$ cat src/rtl/uart_tx_scheduler_pkg.sv
// Shared definitions for the UART TX scheduler: FSM encodings, header tag and sizing helpers.
package uart_tx_scheduler_pkg;

  typedef enum logic [1:0] {
    ST_IDLE = 2'd0,
    ST_HDR  = 2'd1,
    ST_SEND = 2'd2,
    ST_WAIT = 2'd3
  } state_t;

  localparam logic [3:0] HDR_TAG     = 4'hA;
  localparam int         NB_BYTE_DEF = 8;

  // A one-requester build still needs a 1-bit index/pointer.
  function automatic int idx_width(input int n);
    return (n > 1) ? $clog2(n) : 1;
  endfunction

endpackage

$ cat src/rtl/uart_tx_scheduler_rr_arbiter.sv
// Combinational round-robin arbiter: first set request at or after ptr wins.
module uart_tx_scheduler_rr_arbiter
  import uart_tx_scheduler_pkg::*;
#(
  parameter int NB_REQ = 2,
  parameter int IDXW   = idx_width(NB_REQ)
) (
  input  logic [NB_REQ-1:0] req,
  input  logic [IDXW-1:0]   ptr,
  input  logic              enable,
  output logic [NB_REQ-1:0] grant,
  output logic [IDXW-1:0]   idx
);

  logic [2*NB_REQ-1:0] dbl;
  logic [NB_REQ-1:0]   rot;
  logic                found;

  // Doubling the vector turns the rotate into a plain right shift by ptr.
  always_comb begin
    int sum;
    dbl   = {req, req} >> ptr;
    rot   = dbl[NB_REQ-1:0];
    found = 1'b0;
    idx   = '0;
    sum   = 0;
    for (int i = 0; i < NB_REQ; i++) begin
      if (enable && !found && rot[i]) begin
        found = 1'b1;
        sum   = int'(ptr) + i;
        if (sum >= NB_REQ) sum = sum - NB_REQ;
        idx   = IDXW'(sum);
      end
    end
  end

  generate
    for (genvar gi = 0; gi < NB_REQ; gi++) begin : g_grant
      assign grant[gi] = found && (idx == IDXW'(gi));
    end
  endgenerate

endmodule

$ cat src/rtl/uart_tx_scheduler.sv
// Round-robin word scheduler feeding a byte-wide UART TX through a start/done handshake.
// Optional per-word header byte when UART_TX_SCHED_HEADER_EN is defined.
module uart_tx_scheduler
  import uart_tx_scheduler_pkg::*;
#(
  parameter int NB_REQ  = 2,
  parameter int NB_WORD = 32,
  parameter int NB_BYTE = NB_BYTE_DEF
) (
  input  logic                      clk,
  input  logic                      i_reset,
  input  logic [NB_REQ-1:0]         i_req,
  input  logic [NB_REQ*NB_WORD-1:0] i_word,
  input  logic                      i_tx_done,
  output logic [NB_REQ-1:0]         o_grant,
  output logic                      o_busy,
  output logic                      o_tx_start,
  output logic [NB_BYTE-1:0]        o_tx_data
);

  localparam int IDXW    = idx_width(NB_REQ);
  localparam int NB_DATA = NB_WORD / NB_BYTE;
`ifdef UART_TX_SCHED_HEADER_EN
  localparam int NB_HDR  = 1;
`else
  localparam int NB_HDR  = 0;
`endif
  localparam int NB_TOTAL = NB_DATA + NB_HDR;
  localparam int CNTW     = $clog2(NB_TOTAL + 1);

  state_t              state_reg, state_next;
  logic [NB_WORD-1:0]  shreg_reg, shreg_next;
  logic [CNTW-1:0]     cnt_reg, cnt_next;
  logic [IDXW-1:0]     ptr_reg, ptr_next;
  logic [IDXW-1:0]     gidx_reg, gidx_next;
  logic                hdr_phase_reg, hdr_phase_next;

  logic [NB_REQ-1:0]   arb_grant;
  logic [IDXW-1:0]     arb_idx;
  logic                arb_en;
  logic                last_byte;
  logic [NB_WORD-1:0]  sel_word;
  logic [NB_WORD-1:0]  word_arr [NB_REQ];
  logic [2:0]          hdr_idx;
  logic [NB_BYTE-1:0]  hdr_byte;

  generate
    for (genvar gi = 0; gi < NB_REQ; gi++) begin : g_word
      assign word_arr[gi] = i_word[gi*NB_WORD +: NB_WORD];
    end
  endgenerate

  // Arbitration only happens in IDLE, so requests are ignored while busy.
  assign arb_en = (state_reg == ST_IDLE) && !i_reset;

  uart_tx_scheduler_rr_arbiter #(
    .NB_REQ (NB_REQ),
    .IDXW   (IDXW)
  ) u_arb (
    .req    (i_req),
    .ptr    (ptr_reg),
    .enable (arb_en),
    .grant  (arb_grant),
    .idx    (arb_idx)
  );

  always_comb begin
    sel_word = '0;
    for (int i = 0; i < NB_REQ; i++) begin
      if (arb_grant[i]) sel_word = sel_word | word_arr[i];
    end
  end

  assign last_byte = (cnt_reg == CNTW'(NB_TOTAL - 1));
  assign hdr_idx   = 3'(gidx_reg);
  assign hdr_byte  = NB_BYTE'({HDR_TAG, 1'b0, hdr_idx});

  always_comb begin
    state_next     = state_reg;
    shreg_next     = shreg_reg;
    cnt_next       = cnt_reg;
    ptr_next       = ptr_reg;
    gidx_next      = gidx_reg;
    hdr_phase_next = hdr_phase_reg;
    case (state_reg)
      ST_IDLE: begin
        if (|arb_grant) begin
          shreg_next = sel_word;
          gidx_next  = arb_idx;
          cnt_next   = '0;
`ifdef UART_TX_SCHED_HEADER_EN
          hdr_phase_next = 1'b1;
          state_next     = ST_HDR;
`else
          state_next     = ST_SEND;
`endif
        end
      end
      ST_HDR, ST_SEND: state_next = ST_WAIT;
      ST_WAIT: begin
        if (i_tx_done) begin
          hdr_phase_next = 1'b0;
          if (last_byte) begin
            cnt_next   = '0;
            state_next = ST_IDLE;
            if (gidx_reg == IDXW'(NB_REQ - 1)) ptr_next = '0;
            else                               ptr_next = gidx_reg + 1'b1;
          end else begin
            // The header byte is not part of the shift register.
            if (!hdr_phase_reg) shreg_next = shreg_reg >> NB_BYTE;
            cnt_next   = cnt_reg + 1'b1;
            state_next = ST_SEND;
          end
        end
      end
      default: state_next = ST_IDLE;
    endcase
  end

  always_ff @(posedge clk) begin
    if (i_reset) begin
      state_reg     <= ST_IDLE;
      shreg_reg     <= '0;
      cnt_reg       <= '0;
      ptr_reg       <= '0;
      gidx_reg      <= '0;
      hdr_phase_reg <= 1'b0;
    end else begin
      state_reg     <= state_next;
      shreg_reg     <= shreg_next;
      cnt_reg       <= cnt_next;
      ptr_reg       <= ptr_next;
      gidx_reg      <= gidx_next;
      hdr_phase_reg <= hdr_phase_next;
    end
  end

  assign o_grant    = arb_grant;
  assign o_busy     = (state_reg != ST_IDLE);
  assign o_tx_start = (state_reg == ST_SEND) || (state_reg == ST_HDR);

  always_comb begin
    o_tx_data = '0;
    if (state_reg != ST_IDLE) o_tx_data = hdr_phase_reg ? hdr_byte : shreg_reg[NB_BYTE-1:0];
  end

endmodule
$ cat config.mk
export PLATFORM = sky130hd
export DESIGN_NAME = uart_tx_scheduler
export DESIGN_NICKNAME = d
export VERILOG_FILES = /design/src/rtl/uart_tx_scheduler_pkg.sv /design/src/rtl/uart_tx_scheduler_rr_arbiter.sv /design/src/rtl/uart_tx_scheduler.sv
export SDC_FILE = /design/constraint.sdc
export NUM_CORES = 1
export LEC_CHECK = 0
export ABC_CLOCK_PERIOD_IN_PS = 1700
export CELL_PAD_IN_SITES_DETAIL_PLACEMENT = 1
export CELL_PAD_IN_SITES_GLOBAL_PLACEMENT = 2
export CORE_ASPECT_RATIO = 0.8
export CORE_MARGIN = 1
export CORE_UTILIZATION = 23
export CTS_CLUSTER_DIAMETER = 200
export DETAILED_ROUTE_END_ITERATION = 10
export GPL_TIMING_DRIVEN = 0
export PLACE_DENSITY_LB_ADDON = 0.1
export SKIP_LAST_GASP = 1
export SLEW_MARGIN = 10
export SYNTH_ARGS = -nofsm -noshare
export SYNTH_HDL_FRONTEND = slang
export SYNTH_SLANG_ARGS = --single-unit
$ cat constraint.sdc
create_clock -name clk -period 1.7 [get_ports clk]
set_clock_uncertainty 0.1 [all_clocks]
set_input_delay 0.17 -clock clk [delete_from_list [all_inputs] [get_ports clk]]
set_output_delay 0.17 -clock clk [all_outputs]
set_load 0.03 [all_outputs]
* Word-level counts from Yosys, hierarchy flattened *
Cells that the tools add are included.

operators by class
  reductions and logical operators = 19
  div/mod/pow operators = 0
  bitwise operators = 2
  shifts and indexed selects = 1
  $lt $le $gt $ge = 2
  muxes and demuxes = 22
  equal/unequal tests = 7
  multiply operators = 0
  add/subtract/negate cells = 5

operator list
  cell                                                               count
  two-way mux 32 bit                                                 5
  one-hot mux 32 bit (2 select lines)                                1
  OR 32 bit                                                          1
  two-way mux 3 bit                                                  3
  two-way mux 8 bit                                                  1
  two-way mux 1 bit                                                  7
  logical AND 1 bit                                                  6
  two-way mux 2 bit                                                  3
  one-hot mux 2 bit (3 select lines)                                 1
  one-hot mux 3 bit (2 select lines)                                 1
  AND reduction 3 bit                                                2
  == test 2 bit, second input constant                               2
  inequality test 2 bit, second input constant                       2
  AND reduction 2 bit                                                2
  AND reduction 4 bit                                                1
  nonzero test 2 bit                                                 2
  OR reduction 2 bit                                                 2
  >> shifter 4 x 1 -> 2 bit                                          1
  adder 3 x 1 -> 3 bit, second input constant                        1
  == test 3 x 2 -> 1 bit, second input constant                      1
  adder 1 x 1 -> 2 bit, second input constant                        1
  == test 2 x 1 -> 1 bit, second input constant                      1
  greater-or-equal comparator 1 x 2 -> 1 bit, second input constant  1
  greater-or-equal comparator 2 bit, second input constant           1
  other kinds (7)                                                    9

word-level totals
  memories = 0
  bits in read-only memories = 0
  output and inout port bits = 12
  register bits = 39
  word-level logic and storage cells = 63
  input port bits = 69
  bits in writable memories = 0
  latch bits = 0

* Longest topological paths before layout *
  word-level depth = 15
  mapped depth = 8
  gate-level depth less buffers = 6

* Cells and area by module *
A second synthesis with hierarchy kept.

unflattened totals
  cell total of the unflattened synthesis = 248
  area, all modules = 2301.0 um^2

modules (own cells, without submodules)
  module                        area each (um^2)  cells an instance  seq. area each (um^2)  instances
  uart_tx_scheduler             2274.7            242                780.7                  1
  uart_tx_scheduler_rr_arbiter  26.3              6                  0.0                    1

* Worst setup path before layout *
OpenSTA, ideal clock, no wires.

  path kind = flip-flop to flip-flop
  start point = register state_reg[0]
  end point = register shreg_reg[23]
  cell stages (with the launch flop) = 8
  library setup time = 117 ps
  path buffers = 1
  period minus slack after synthesis = 1816 ps
  data arrival time = 1599 ps
  required time = 1483 ps
  path slack = -116 ps
  cell sequence = dfxtp_1 > inv_1 > ha_1 > nand2b_2 > nor3_4 > buf_2 > a221o_1 > a32o_1

between the ends
  elaborated cells between the ends (all ways) = 25
  classes of those cells = eq/ne (4); mux (8); bitwise (2); reduce/logical (11)

RTL lines
  what                                                                                         RTL line                                          text
  from (decl)                                                                                  uart_tx_scheduler.sv:31                           state_t state_reg, state_next;
  from (signal assigned)                                                                       uart_tx_scheduler.sv:129                          state_reg <= state_next;
  zero test 2 bit *                                                                            uart_tx_scheduler.sv:54                           assign arb_en = (state_reg == ST_IDLE) && !i_reset;
  logical AND 1 bit *                                                                          uart_tx_scheduler.sv:54
  logical AND 1 bit                                                                            uart_tx_scheduler_rr_arbiter.sv:28                if (enable && !found && rot[i]) begin
  two-way mux 1 bit                                                                            uart_tx_scheduler_rr_arbiter.sv:28
  zero test 1 bit                                                                              uart_tx_scheduler_rr_arbiter.sv:28
  logical AND 1 bit (2 in series)                                                              uart_tx_scheduler_rr_arbiter.sv:28
  two-way mux 1 bit                                                                            uart_tx_scheduler_rr_arbiter.sv:28
  logical AND 1 bit *                                                                          uart_tx_scheduler_rr_arbiter.sv:39                assign grant[gi] = found && (idx == IDXW'(gi));
  via o_grant[1]                                                                               uart_tx_scheduler.sv:15                           output logic [NB_REQ-1:0] o_grant,
  OR reduction 2 bit or two-way mux 32 bit (tied branches)                                     uart_tx_scheduler.sv:87, uart_tx_scheduler.sv:70
  inequality test 2 x 1 -> 1 bit (no source line) or two-way mux 32 bit (tied branches)        -
  AND reduction 4 bit (no source line) or one-hot mux 32 bit (2 select lines) (tied branches)  -
  to (signal assigned)                                                                         uart_tx_scheduler.sv:130                          shreg_reg <= shreg_next;
  to (decl)                                                                                    uart_tx_scheduler.sv:32                           logic [NB_WORD-1:0] shreg_reg, shreg_next;

Mark *: on every way through the listed nets, which the timed path passes. The rest lies on a longest branch. The select of a mux whose other input is x is not followed.
A chain may end at the register's enable or synchronous reset.

* Final worst setup path *
  start point = register state_reg[1]
  end point = register shreg_reg[8]

between the ends
  word-level cells in the longest chain between the ends = 15
  elaborated cells between the ends (all ways) = 25
  classes of those cells = eq/ne (4); mux (8); bitwise (2); reduce/logical (11)

RTL lines
  what                                 RTL line                                          text
  zero test 2 bit                      uart_tx_scheduler.sv:54, uart_tx_scheduler.sv:85
  logical AND 1 bit                    uart_tx_scheduler.sv:54
  logical AND 1 bit                    uart_tx_scheduler_rr_arbiter.sv:28
  two-way mux 1 bit                    uart_tx_scheduler_rr_arbiter.sv:28
  zero test 1 bit                      uart_tx_scheduler_rr_arbiter.sv:28
  logical AND 1 bit (2 in series)      uart_tx_scheduler_rr_arbiter.sv:28
  two-way mux 1 bit                    uart_tx_scheduler_rr_arbiter.sv:28
  inverter 1 bit                       uart_tx_scheduler_rr_arbiter.sv:39
  logical AND 1 bit                    uart_tx_scheduler_rr_arbiter.sv:39
  two-way mux 32 bit                   uart_tx_scheduler.sv:70                           if (arb_grant[i]) sel_word = sel_word | word_arr[i];
  OR 32 bit                            uart_tx_scheduler.sv:70
  two-way mux 32 bit                   uart_tx_scheduler.sv:70
  two-way mux 32 bit                   uart_tx_scheduler.sv:87                           if (|arb_grant) begin
  one-hot mux 32 bit (2 select lines)  uart_tx_scheduler.sv:85                           case (state_reg)

Parallel ways exist; a longest one is shown, timed or not. The select of a mux whose other input is x is not followed.

==> flow_metrics.env <==
export IMPL_startpoint_type="register"
export IMPL_vias=2068
export IMPL_dieHeight_um=86.5
export IMPL_fin_crit_ps=1880
export IMPL_stdcell_count=421
export IMPL_pwr_share_clk_pct=15.6
export IMPL_crit_chain="inv_2 > ha_4 > buf_6 > buf_6 > nor2_4 > a21oi_4 > and3b_2 > buf_6 > a32o_1"
export IMPL_grt_first_pass_wirelength_um=11000
export IMPL_power_mw=3.95
export IMPL_path_clk_slew_ps=80
export IMPL_critPathMaxFanout=6
export IMPL_start_util_pct=24.0
export IMPL_first_global_vias=2065
export IMPL_power_density_nw_per_um2=1140
export IMPL_dp_cells=394
export IMPL_synth_seq_area_share_pct=38.1
export IMPL_r2r_end="shreg_reg[8]"
export IMPL_max_freq_ghz=0.533
export IMPL_drc_errors=0
export IMPL_root_buffer="clkbuf_8"
export IMPL_fin_util_pct=40.4
export IMPL_slowest_delay_ps=360
export IMPL_io_pins=81
export IMPL_cts_tree="built"
export IMPL_timing_final_hold_violations=0
export IMPL_slew_headroom_pct=66.3
export IMPL_coreArea_um2=8560
export IMPL_antenna_found_initial=0
export IMPL_status="finished with violations"
export IMPL_p_int_mw=2.51
export IMPL_ys_seq_elements=39
export IMPL_diodes=0
export IMPL_worstReg2RegStart="state_reg[1]"
export IMPL_die_x_um=108
export IMPL_fin_ws_ps=-177
export IMPL_grtUsageTotal_pct=15.7
export IMPL_netlist_top_cells_area="dfxtp_1, a221o_1, a32o_1, nand2b_1, o2bb2ai_1"
export IMPL_yosysTopAreaCellShare_pct=38.1
export IMPL_synthArstFlopShare_pct=0
export IMPL_synth_ff_type="dfxtp_1"
export IMPL_maxSlewViolCount=0
export IMPL_cts_made_buffers=5
export IMPL_dpl_hpwl_um=5070
export IMPL_synth_most_common_cell="dfxtp_1"
export IMPL_worst_path_buf_inv=4
export IMPL_cp_top_family="buffers and inverters"
export IMPL_p_sw_share_pct=36.4
export IMPL_drt_iter0_markers=72
export IMPL_critPathArrivalTime_ps=1960
export IMPL_crit_end="shreg_reg[8]"
export IMPL_syn_area_um2=2050
export IMPL_yosysTopAreaCell="dfxtp_1"
export IMPL_setup_viol=40
export IMPL_synth_warnings=0
export IMPL_p_switching_mw=1.44
export IMPL_ff2ff_path_depth=9
export IMPL_synth_edf_count=0
export IMPL_overflow=0
export IMPL_wl_um=7240
export IMPL_max_vdd_ir_drop_mv=0.499
export IMPL_min_period_over_period_pct=110
export IMPL_rsz0062_at_grt="true"
export IMPL_slowest_stage="dfxtp_2"
export IMPL_drv_cap=0
export IMPL_seq_power_share_pct=30.4
export IMPL_holdCritPathClass="primary input to register"
export IMPL_avgSynthCellArea_um2=10.2
export IMPL_area_growth_pct=68.6
export IMPL_regToRegSetupSlack_ps=-180
export IMPL_combPwrFrac_pct=53.9
export IMPL_n_fill_cell=961
export IMPL_core_rowCount=30
export IMPL_largest_reg_flops=32
export IMPL_num_nets_final=381
export IMPL_cp_startpoint="state_reg[1]"
export IMPL_cpMostUsedCell="buf_6"
export IMPL_dr_pass1_iters=4
export IMPL_antenna_left=0
export IMPL_cts_sinks=39
export IMPL_htreeDepth=2
export IMPL_drive_above_1_share_pct=25.9
export IMPL_syn_nets=275
export IMPL_critPathCaptureType="register"
export IMPL_clock_path_buffers=2
export IMPL_path_depth=9
export IMPL_clk_latency_ps=290
export IMPL_grt_max_degree=12
export IMPL_violations="setup timing"
export IMPL_die_area_um2=9300
export IMPL_critical_path_class="register to register"
export IMPL_worstMarginPinSlew_ps=506
export IMPL_hold_buffers=0
export IMPL_multi_input_area_um2=1240
export IMPL_synthTopCellsByCount="dfxtp_1, nand2b_1, a221o_1, a32o_1, nor2b_1"
export IMPL_leakagePower_nw=1.27
export IMPL_synthCells=202
export IMPL_critPathRequiredTime_ps=1780
export IMPL_port_buffers=80
export IMPL_routed_via_density=4.91
export IMPL_post_drt_wl_per_cell_um=17.2
export IMPL_synth_cell_types=33
export IMPL_finalWeightedCongestion=0.694
export IMPL_regArea_um2=783
==> power groups by stage <==
stage	logic, mW	registers (mW)	clock network (mW)
6_report	2.13	1.20	0.617
5_1_grt	2.28	1.23	0.677
4_1_cts	1.84	1.20	0.643
3_5_place_dp	1.61	1.21	0
3_3_place_gp	1.60	1.21	0
2_1_floorplan	1.07	1.18	0
==> routing by layer <==
| layer | routed length [µm] | part of all wire, % | global-route usage [%] | vias up |
|---|---|---|---|---|
| li1 | - | - | - | 1005 |
| met1 | 3700 | 51 | 21.9 | 1008 |
| met2 | 3190 | 44 | 25.2 | 47 |
| met3 | 286 | 4.0 | 3.08 | 8 |
| met4 | 59 | 0.82 | 3.36 | 0 |
| met5 | 0 | 0 | 0 | - |
==> worst reg2reg max path, cell delays in order, from the launching register on <==
cell     delay [ps]
dfxtp_2         360
inv_2            60
ha_4            170
buf_6           120
buf_6           110
nor2_4          130
a21oi_4          40
and3b_2         290
buf_6           160
a32o_1          240
==> worst min path at each step <==
stage / slack (ps) / cells after the start / to / startpoint
5_1_grt: 360 / 4 / gidx_reg / i_req[1]
4_1_cts: 370 / 1 / shreg_reg[10] / shreg_reg[10]
2_1_floorplan: 260 / 2 / shreg_reg[24] / i_word[24]
3_3_place_gp: 340 / 1 / shreg_reg[10] / shreg_reg[10]
6_report: 320 / 4 / gidx_reg / i_req[1]
3_5_place_dp: 350 / 1 / shreg_reg[10] / shreg_reg[10]
==> layout by cell type (no fill, tap or decap), types with 2 or more instances in the layout <==
master | synthesis | layout
a211oi_1 | 3 | 2
a21oi_1 | 5 | 3
a21oi_4 | 0 | 2
a221o_1 | 24 | 24
a22oi_1 | 8 | 8
a32o_1 | 24 | 24
buf_4 | 1 | 19
buf_6 | 5 | 23
buf_8 | 0 | 2
clkbuf_1 | 7 | 5
clkbuf_8 | 0 | 5
clkdlybuf4s50_1 | 0 | 67
dfxtp_1 | 39 | 37
dfxtp_2 | 0 | 2
ha_1 | 4 | 3
inv_1 | 6 | 3
inv_2 | 0 | 3
nand2b_1 | 27 | 26
nand2b_4 | 0 | 2
nor2_1 | 5 | 4
nor2b_1 | 9 | 6
nor2b_4 | 1 | 4
o21ai_0 | 2 | 2
o2bb2ai_1 | 8 | 3
o2bb2ai_2 | 0 | 5
==> cell families (layout without fill, tap and decap cells) <==
logic type / after synthesis / after routing / share of synthesized area (%)
flip-flops: 39 / 39 / 38.1
AO/OA/AOI/OAI: 80 / 80 / 35.4
multiplexers: 1 / 1 / 0.488
adder cells (fa/ha/maj): 4 / 4 / 2.44
buffers and inverters: 27 / 134 / 7.44
AND/OR/NAND/NOR: 51 / 51 / 16.2
==> stage by stage <==
step / setup TNS, ps / hold WS [ps] / area, µm² / worst slack (ps)
after detailed placement: -16570 / 346 / 3020 / -743
final: -4740 / 320 / 3460 / -177
after global placement: -16290 / 339 / 3020 / -754
after CTS: -5740 / 365 / 3290 / -191
after floorplan: 0 / 264 / 2080 / 5.37
after global routing: -7360 / 361 / 3460 / -236
==> cell type report <==
type                    instances  share of cell area [%]
multi-input cells             136                    35.8
plain buffers                  18                    4.99
repair buffers                102                    29.5
inverters                       6                   0.651
clock buffers                   7                    2.21
well taps                     112                    4.05
flip-flops and latches         39                    22.7
clock inverters                 1                   0.145
==> repair_timing <==
| item | in CTS | in global routing |
|---|---|---|
| setup endpoints to repair | 51 | 47 |
| gates resized for setup | 98 | 42 |
| gates cloned | 3 | 1 |
| hold endpoints to repair | 0 | 0 |
| pin swaps | 10 | 10 |
| setup buffers | 11 | 8 |
Note: power is estimated with default switching activity, not from simulation.
